==> src/rtl/hex_seq_player.sv <==
`default_nettype none
// ============================================================================
// hex_seq_player : programmable digit-sequence player with run-time table writes
// Revision 1.0
// ============================================================================
module hex_seq_player #(
  parameter int                     DW    = 4,
  parameter int                     DEPTH = 16,
  parameter logic [DEPTH*DW-1:0]    SEQ   = 64'h0000_3963_2004_4018,
  parameter int                     AW    = $clog2(DEPTH),
  parameter int                     LW    = $clog2(DEPTH + 1)
) (
  input  logic          iClk,
  input  logic          iRst,
  input  logic          iStart,
  input  logic          iEn,
  input  logic [LW-1:0] iLen,
  input  logic          iDir,
  input  logic          iMode,
  input  logic          iWrEn,
  input  logic [AW-1:0] iWrAddr,
  input  logic [DW-1:0] iWrData,
  output logic [DW-1:0] oNum,
  output logic [AW-1:0] oIdx,
  output logic          oValid,
  output logic          oWrap,
  output logic          oDone
);

  typedef enum logic [1:0] {
    S_IDLE = 2'd0,
    S_RUN  = 2'd1,
    S_DONE = 2'd2
  } state_t;

  localparam logic [AW-1:0] c_top     = AW'(DEPTH - 1);
  localparam logic [LW-1:0] c_depth_l = LW'(DEPTH);
  localparam logic [AW:0]   c_depth_w = (AW + 1)'(DEPTH);

  state_t        state_q, state_d;
  logic [DW-1:0] num_q, num_d;
  logic [AW-1:0] idx_q, idx_d;
  logic          valid_q, valid_d;
  logic          wrap_q, wrap_d;
  logic          done_q, done_d;
  logic [AW-1:0] first_q, first_d;
  logic [AW-1:0] last_q, last_d;
  logic          dir_q, dir_d;
  logic          mode_q, mode_d;
  logic [DW-1:0] tbl_q [DEPTH];
  logic [DW-1:0] tbl_d [DEPTH];

  logic [AW-1:0] w_len_top;
  logic [AW-1:0] w_first;
  logic [AW-1:0] w_last;
  logic [AW-1:0] w_step_idx;
  logic          w_wr_ok;

  // A length of 0 or anything beyond the table plays the whole table.
  assign w_len_top  = (iLen == '0 || iLen > c_depth_l) ? c_top : AW'(iLen - 1'b1);
  assign w_first    = iDir ? w_len_top : '0;
  assign w_last     = iDir ? '0 : w_len_top;
  assign w_step_idx = dir_q ? idx_q - 1'b1 : idx_q + 1'b1;

  generate
    if ((1 << AW) == DEPTH) begin : g_full_addr
      assign w_wr_ok = 1'b1;
    end else begin : g_part_addr
      assign w_wr_ok = ({1'b0, iWrAddr} < c_depth_w);
    end
  endgenerate

  always_comb begin
    state_d = state_q;
    num_d   = num_q;
    idx_d   = idx_q;
    valid_d = valid_q;
    wrap_d  = 1'b0;
    done_d  = done_q;
    first_d = first_q;
    last_d  = last_q;
    dir_d   = dir_q;
    mode_d  = mode_q;
    tbl_d   = tbl_q;

    if (iWrEn && w_wr_ok) begin
      tbl_d[iWrAddr] = iWrData;
    end

    // Reads use tbl_q so a same-cycle write to the stepped-to entry shows old data.
    if (iStart) begin
      state_d = S_RUN;
      first_d = w_first;
      last_d  = w_last;
      dir_d   = iDir;
      mode_d  = iMode;
      idx_d   = w_first;
      num_d   = tbl_q[w_first];
      valid_d = 1'b1;
      done_d  = 1'b0;
    end else if (state_q == S_RUN && iEn) begin
      if (idx_q != last_q) begin
        idx_d = w_step_idx;
        num_d = tbl_q[w_step_idx];
      end else if (!mode_q) begin
        idx_d  = first_q;
        num_d  = tbl_q[first_q];
        wrap_d = 1'b1;
      end else begin
        state_d = S_DONE;
        valid_d = 1'b0;
        done_d  = 1'b1;
      end
    end
  end

  always_ff @(posedge iClk) begin
    if (iRst) begin
      state_q <= S_IDLE;
      num_q   <= '0;
      idx_q   <= '0;
      valid_q <= 1'b0;
      wrap_q  <= 1'b0;
      done_q  <= 1'b0;
      first_q <= '0;
      last_q  <= '0;
      dir_q   <= 1'b0;
      mode_q  <= 1'b0;
      for (int i = 0; i < DEPTH; i++) begin
        tbl_q[i] <= SEQ[i*DW +: DW];
      end
    end else begin
      state_q <= state_d;
      num_q   <= num_d;
      idx_q   <= idx_d;
      valid_q <= valid_d;
      wrap_q  <= wrap_d;
      done_q  <= done_d;
      first_q <= first_d;
      last_q  <= last_d;
      dir_q   <= dir_d;
      mode_q  <= mode_d;
      for (int i = 0; i < DEPTH; i++) begin
        tbl_q[i] <= tbl_d[i];
      end
    end
  end

  assign oNum   = num_q;
  assign oIdx   = idx_q;
  assign oValid = valid_q;
  assign oWrap  = wrap_q;
  assign oDone  = done_q;

endmodule
`default_nettype wire

==> config.mk <==
export PLATFORM = sky130hd
export DESIGN_NAME = hex_seq_player
export DESIGN_NICKNAME = d
export VERILOG_FILES = /design/src/rtl/hex_seq_player.sv
export SDC_FILE = /design/constraint.sdc
export NUM_CORES = 1
export LEC_CHECK = 0
export CAP_MARGIN = 20
export CORE_MARGIN = 10
export CORE_UTILIZATION = 44
export CTS_CLUSTER_DIAMETER = 120
export DETAILED_ROUTE_END_ITERATION = 10
export GPL_TIMING_DRIVEN = 0
export MAX_ROUTING_LAYER = met4
export PLACE_DENSITY = 0.73
export SLEW_MARGIN = 20
export SYNTH_ARGS = -nofsm -noshare
export SYNTH_HDL_FRONTEND = slang
export SYNTH_SLANG_ARGS = --single-unit
==> constraint.sdc <==
create_clock -name iClk -period 5.51 [get_ports iClk]
set_clock_uncertainty 0.05 [all_clocks]
set_input_delay 0.551 -clock iClk [delete_from_list [all_inputs] [get_ports iClk]]
set_output_delay 0.551 -clock iClk [all_outputs]
set_load 0.05 [all_outputs]
==> results of run 1 <==
## tightest hold or removal path, cell delays in order (launching register included)
cell,delay (ns)
dfxtp_1,0.33
o21ai_0,0.07
a21oi_1,0.06
## final timing paths
kind                            to  slack [ns]
max           oNum[1]$_SDFFE_PP0P_        1.45
min          tbl_q[0]$_SDFFE_PP0P_        0.46
max reg2reg   oNum[1]$_SDFFE_PP0P_        2.30
min reg2reg  tbl_q[0]$_SDFFE_PP0P_        0.46
## cells by family after synthesis
logic type / share of synthesized area
AND/OR/NAND/NOR: 0.193
buffers and inverters: 0.0436
multiplexers: 0.295
XOR/XNOR: 0.0131
AO/OA/AOI/OAI: 0.126
adder cells (fa/ha/maj): 0.0108
flip-flops: 0.319
## layout make-up
cell class,count,area [um^2]
well taps,147,184
fillers,1111,5870
clock buffers,9,225
repair buffers,26,260
clock inverters,7,80.1
inverters,7,26.3
plain buffers,46,206
flip-flops and latches,85,1700
multi-input cells,440,3410
## cell usage in the layout (no fill, tap or decap), types with 3 or more instances in the layout
master,instances
a211o_1,3
or4_1,5
o2111ai_1,4
nand2b_1,9
xor2_1,7
a21o_1,3
o21ai_0,17
ha_1,3
nor3_1,8
o22ai_1,3
nand3b_1,5
nor3b_1,3
or3_1,5
mux4_2,31
and3_1,9
nand2_1,39
nor2b_1,10
dfxtp_1,85
nor2_1,75
mux2_2,10
nand4_1,3
clkdlybuf4s50_1,26
clkbuf_16,9
o31ai_1,3
nand3_1,24
a32oi_1,3
a31oi_1,3
mux2i_1,75
inv_1,5
clkbuf_1,30
a21oi_1,33
buf_2,9
buf_1,4
a211oi_1,13
## flip-flops by register name, indices dropped and copies added, names as in the netlist
register	flops
dir_q	1
first_q	4
last_q	4
mode_q	1
oDone	1
oIdx	4
oNum	4
oWrap	1
state_q	1
tbl_q	64
## per-layer routing
metal / track usage / up-vias / part of all wire
met5: - / - / 0
met4: 0.0906 / 0 / 0.031
met1: 0.278 / 2361 / 0.41
li1: - / 2220 / -
met2: 0.337 / 282 / 0.45
met3: 0.0511 / 46 / 0.10
## cell usage after synthesis (3+ instances only)
master / count
a32oi_1: 3
a21oi_1: 33
nand2b_1: 9
o22ai_1: 3
o2111ai_1: 4
nor3_1: 8
inv_1: 5
dfxtp_1: 85
mux4_2: 31
nor2_1: 75
nor2b_1: 10
a21o_1: 3
nand3_1: 24
mux2_2: 10
or4_1: 5
or3_1: 5
ha_1: 3
a211o_1: 3
and3_1: 9
nand2_1: 39
buf_2: 9
clkbuf_1: 30
nor3b_1: 3
a31oi_1: 3
o21ai_0: 17
mux2i_1: 75
a211oi_1: 13
xor2_1: 7
nand4_1: 3
nand3b_1: 5
o31ai_1: 3
buf_1: 4
## power by group through the flow
| stage | Clock, mW | Combinational (mW) | Sequential [mW] |
|---|---|---|---|
| 2_1_floorplan | 0 | 0.205 | 0.677 |
| 6_report | 0.629 | 0.331 | 0.649 |
| 3_3_place_gp | 0 | 0.321 | 0.661 |
| 3_5_place_dp | 0 | 0.324 | 0.662 |
| 5_1_grt | 0.663 | 0.352 | 0.651 |
| 4_1_cts | 0.636 | 0.325 | 0.648 |
==> flow_summary.json, run 1 <==
{
  "status": "completed",
  "worstSetupPathType": "in -> reg",
  "r2r_start": "oIdx[0]$_SDFFE_PP0P_",
  "finalHoldViolCount": 0,
  "cts_tree": "yes",
  "wirelength_um": 17900,
  "insertedDiodeCount": 0,
  "yosysTopAreaCellShare": 0.319,
  "ys_warn_count": 0,
  "synth-edff-count": 0,
  "crit_path_start_kind": "primary input",
  "seq_power_share": 0.403,
  "post-place-cells": 751,
  "grt_max_degree": 17,
  "timing.final.crit_period_ns": 4.06,
  "crit_fanout": 10,
  "rsz0062_at_grt": "false",
  "synthTopCellsByArea": "dfxtp_1, mux2i_1, mux4_2",
  "root_buffer": "clkbuf_16",
  "overflow": 0,
  "switching_power_mw": 0.492,
  "end_kind": "flip-flop",
  "ir_drop_v": 0.000203,
  "detail_route.first_pass.iterations": 5,
  "grt_pass1_wl_um": 27700,
  "worstHoldPathCells": 2,
  "r2r_cells": 8,
  "cts_resized": 0,
  "combPwrFrac": 0.206,
  "fmax_mhz": 247,
  "area_growth_pct": 14.0,
  "dpl_cell_area_um2": 5780,
  "hpwl_um": 13400,
  "viasPerCell": 6.40,
  "worstPathCellList": "clkdlybuf4s50_1, inv_1, ha_1, buf_6, nor3b_4, mux2i_1, nand2_1, buf_2, mux2_2, a2111oi_0, nor4_1",
  "die_x_um": 130,
  "slew_violations": 0,
  "synth_ff_type": "dfxtp_1",
  "grt_pass1_vias": 4778,
  "leakagePower_nw": 2.25,
  "final_util": 0.509,
  "fin_ws_ns": 1.45,
  "wl_per_cell_um": 23.3,
  "internal-power_mw": 1.12,
  "cts_max_path_buffers": 2,
  "whs_ns": 0.461,
  "cp_top_family": "buffers and inverters",
  "yosys.cell_types.count": 64,
  "cts_max_level": 3,
  "syn_inst": 578,
  "drt-initial-drc-count": 652,
  "worst_slew_margin_rel": 0.300,
  "worstHoldStart": "tbl_q[0]$_SDFFE_PP0P_",
  "fin_area_um2": 6090,
  "cts_made_buffers": 9,
  "clock_latency_ns": 0.35,
  "crit_buf_inv": 4,
  "worstMarginPinSlew_ns": 1.05,
  "crit_path_start": "iLen[0]",
  "power.density_nw_per_um2": 264,
  "die-area_um2": 16900,
  "synth_area_leader_cell": "dfxtp_1",
  "gp_congestion": 0.984,
  "ios": 31,
  "drive_above_1_share": 0.126,
  "fp.coreArea_um2": 12000,
  "swShare": 0.306,
  "maxCapViolCount": 0,
  "drtAntennaViolNets": 0,
  "antenna_found_initial": 0,
  "fin_crit_sh": 0.736,
  "critical_path_depth": 11,
  "nNetsFinal": 639,
  "post_cts_buffers": 0,
  "netlist_area_um2": 5340,
  "fin_cells": 767,
  "route.detailed.drc": 0,
  "seq_area_frac_synth": 0.319,
  "row_count": 40,
  "dr_total_vias": 4909,
  "start_util": 0.446,
  "total_power_mw": 1.61,
  "die_h_um": 130,
  "hp-class": "reg -> reg",
  "async_reset_ff_frac": 0,
  "port_buffers": 26,
  "synth_seq_cells": 85,
  "setup-tns-final_ns": 0,
  "worstPathRequired_ns": 5.67,
  "finalSetupViolations": 0,
  "worstPathArrival_ns": 4.21,
  "hold_buffers": 0,
  "syn-num-nets": 602,
  "grt_use_total": 0.221,
  "slowest_delay_ns": 0.69,
  "postSynthAreaPerCell_um2": 9.24,
  "slowest_stage": "a2111oi_0",
  "clock_sinks": 85,
  "place_ws_ns": 1.27,
  "clock_power_share": 0.391,
  "cts.clk_slew.worst_paths_ns": 0.07
}
Power figures use the tool's default switching activity.
==> run 2, diff against run 1 <==
--- a/config.mk
+++ b/config.mk
@@ -12,7 +12,7 @@
 export DETAILED_ROUTE_END_ITERATION = 10
 export GPL_TIMING_DRIVEN = 0
 export MAX_ROUTING_LAYER = met4
-export PLACE_DENSITY = 0.73
+export PLACE_DENSITY = 0.75
 export SLEW_MARGIN = 20
 export SYNTH_ARGS = -nofsm -noshare
 export SYNTH_HDL_FRONTEND = slang
==> constraint.sdc (replaced) <==
create_clock -name iClk -period 3.4 [get_ports iClk]
set_clock_uncertainty 0.05 [all_clocks]
set_input_delay 0.34 -clock iClk [delete_from_list [all_inputs] [get_ports iClk]]
set_output_delay 0.34 -clock iClk [all_outputs]
set_load 0.05 [all_outputs]
==> flow_summary.json, run 2 (synthesized netlist as in run 1, its figures left out) <==
{
  "die_h_um": 130,
  "dr_total_vias": 4964,
  "wirelength_um": 17900,
  "crit_path_start_kind": "primary input",
  "slowest_stage": "clkdlybuf4s50_1",
  "crit_fanout": 9,
  "grt_max_degree": 16,
  "status": "completed",
  "fp.coreArea_um2": 12000,
  "r2r_slack_ns": 0.19,
  "post-place-cells": 751,
  "grt_pass1_vias": 4836,
  "insertedDiodeCount": 0,
  "fmax_mhz": 299,
  "antenna_found_initial": 0,
  "die-area_um2": 16900,
  "worst_slew_margin_rel": 0.249,
  "cts_max_path_buffers": 2,
  "port_buffers": 26,
  "drive_above_1_share": 0.136,
  "die_x_um": 130,
  "dpl_cell_area_um2": 5780,
  "cp_top_family": "buffers and inverters",
  "worstPathCellList": "clkdlybuf4s50_1, inv_2, ha_1, buf_6, nor3b_4, buf_4, mux2_4, buf_8, mux2i_1, a22o_1, or4_1, a32oi_1",
  "worstSetupPathType": "in -> reg",
  "timing.final.crit_period_ns": 3.35,
  "largest-register": "tbl_q",
  "worstHoldPathCells": 2,
  "nFillCells": 1104,
  "crit_buf_inv": 5,
  "ir_drop_v": 0.000442,
  "viasPerCell": 6.45,
  "leakagePower_nw": 2.27,
  "route.detailed.drc": 0,
  "fin_cells": 770,
  "finalHoldViolCount": 0,
  "final_common_cell": "dfxtp_1",
  "fin_crit_sh": 0.984,
  "worstPathArrival_ns": 3.56,
  "row_count": 40,
  "finalSetupViolations": 0,
  "grt_pass1_wl_um": 27300,
  "nNetsFinal": 642,
  "wl_per_cell_um": 23.3,
  "clock_sinks": 85,
  "clock_latency_ns": 0.35,
  "cts.clk_slew.worst_paths_ns": 0.07,
  "drt-initial-drc-count": 596,
  "ios": 31,
  "hp-class": "reg -> reg",
  "power.density_nw_per_um2": 424,
  "worstHoldStart": "tbl_q[60]$_SDFFE_PP0P_",
  "gp_congestion": 0.957,
  "final_cell_mix": "dfxtp_1, nor2_1, mux2i_1, nand2_1, a21oi_1",
  "root_buffer": "clkbuf_16",
  "cts_made_buffers": 9,
  "cts_max_level": 3,
  "area_growth_pct": 14.9,
  "hpwl_um": 13400,
  "worstPathRequired_ns": 3.62,
  "cts_tree": "yes",
  "r2r_cells": 8,
  "largest_register_ffs": 64,
  "maxCapViolCount": 0,
  "drtAntennaViolNets": 0,
  "detail_route.first_pass.iterations": 7,
  "grt_use_total": 0.218,
  "end_kind": "flip-flop",
  "worstMarginPinSlew_ns": 1.12,
  "overflow": 0,
  "regToRegEndpoint": "oNum[1]$_SDFFE_PP0P_",
  "slowest_delay_ns": 0.60,
  "fin_area_um2": 6140,
  "r2r_start": "oIdx[0]$_SDFFE_PP0P_",
  "start_util": 0.446,
  "slew_violations": 0,
  "total_power_mw": 2.60,
  "whs_endpoint": "tbl_q[60]$_SDFFE_PP0P_"
}
[run 2: changes by cell type in the layout (fill, tap and decap cells not counted), sizes merged]
cell / previous run / this run
inv: 9 / 8
buf: 16 / 20
[run 2: worst max-delay path by stage]
stage / start / endpoint / slack, ns / cells after the start
final: iLen[0] / oNum[0]$_SDFFE_PP0P_ / 0.05 / 12
after global routing: iLen[0] / oNum[1]$_SDFFE_PP0P_ / -0.004 / 12
after CTS: iLen[0] / oNum[0]$_SDFFE_PP0P_ / 0.04 / 11
after detailed placement: iLen[0] / oNum[1]$_SDFFE_PP0P_ / -0.79 / 11
after global placement: iLen[0] / oNum[1]$_SDFFE_PP0P_ / -0.66 / 11
after floorplan: oIdx[0]$_SDFFE_PP0P_ / oNum[1]$_SDFFE_PP0P_ / 0.66 / 8
[run 2: final cells by class]
| type | instances | area [um^2] | area share |
|---|---|---|---|
| multi-input combinational | 440 | 3430 | 0.559 |
| sequential | 85 | 1700 | 0.277 |
| timing repair buffer | 30 | 290 | 0.0473 |
| clock buffer | 10 | 229 | 0.0373 |
| buffer | 45 | 205 | 0.0334 |
| tap | 147 | 184 | 0.0300 |
| clock inverter | 6 | 68.8 | 0.0112 |
| inverter | 7 | 26.3 | 0.00428 |
[run 2: repair_timing]
item / in CTS / in global routing
setup endpoints to repair: 4 / 4
gates resized for setup: 6 / 1
hold buffers: 0 / 0
buffers inserted: 0 / 4
[run 2: tightest hold or removal path, delay by kind of cell, from the launching register on]
family / cells / cell delay (ns)
flops: 1 / 0.35
simple gates: 1 / 0.07
compound gates: 1 / 0.05
[run 2: through the flow]
| stage | setup slack [ns] | util | TNS [ns] | hold slack [ns] |
|---|---|---|---|---|
| final | 0.0544 | 0.513 | 0 | 0.475 |
| after global routing | -0.00385 | 0.513 | -0.00385 | 0.506 |
| after CTS | 0.0421 | 0.510 | 0 | 0.468 |
| after detailed placement | -0.786 | 0.484 | -2.97 | 0.457 |
| after global placement | -0.661 | 0.484 | -2.30 | 0.439 |
| after floorplan | 0.660 | - | 0 | 0.403 |
[run 2: power by group]
group          internal, mW  total (mW)  switching (mW)
Sequential             1.02        1.05          0.0294
Clock                 0.575        1.00           0.426
Combinational         0.214       0.550           0.336
[run 2: routing by layer]
metal / GRT usage / share of wire / up-vias
li1: - / - / 2223
met1: 0.277 / 0.42 / 2398
met2: 0.320 / 0.45 / 286
met3: 0.0556 / 0.10 / 57
met4: 0.0966 / 0.036 / 0
met5: - / 0 / -
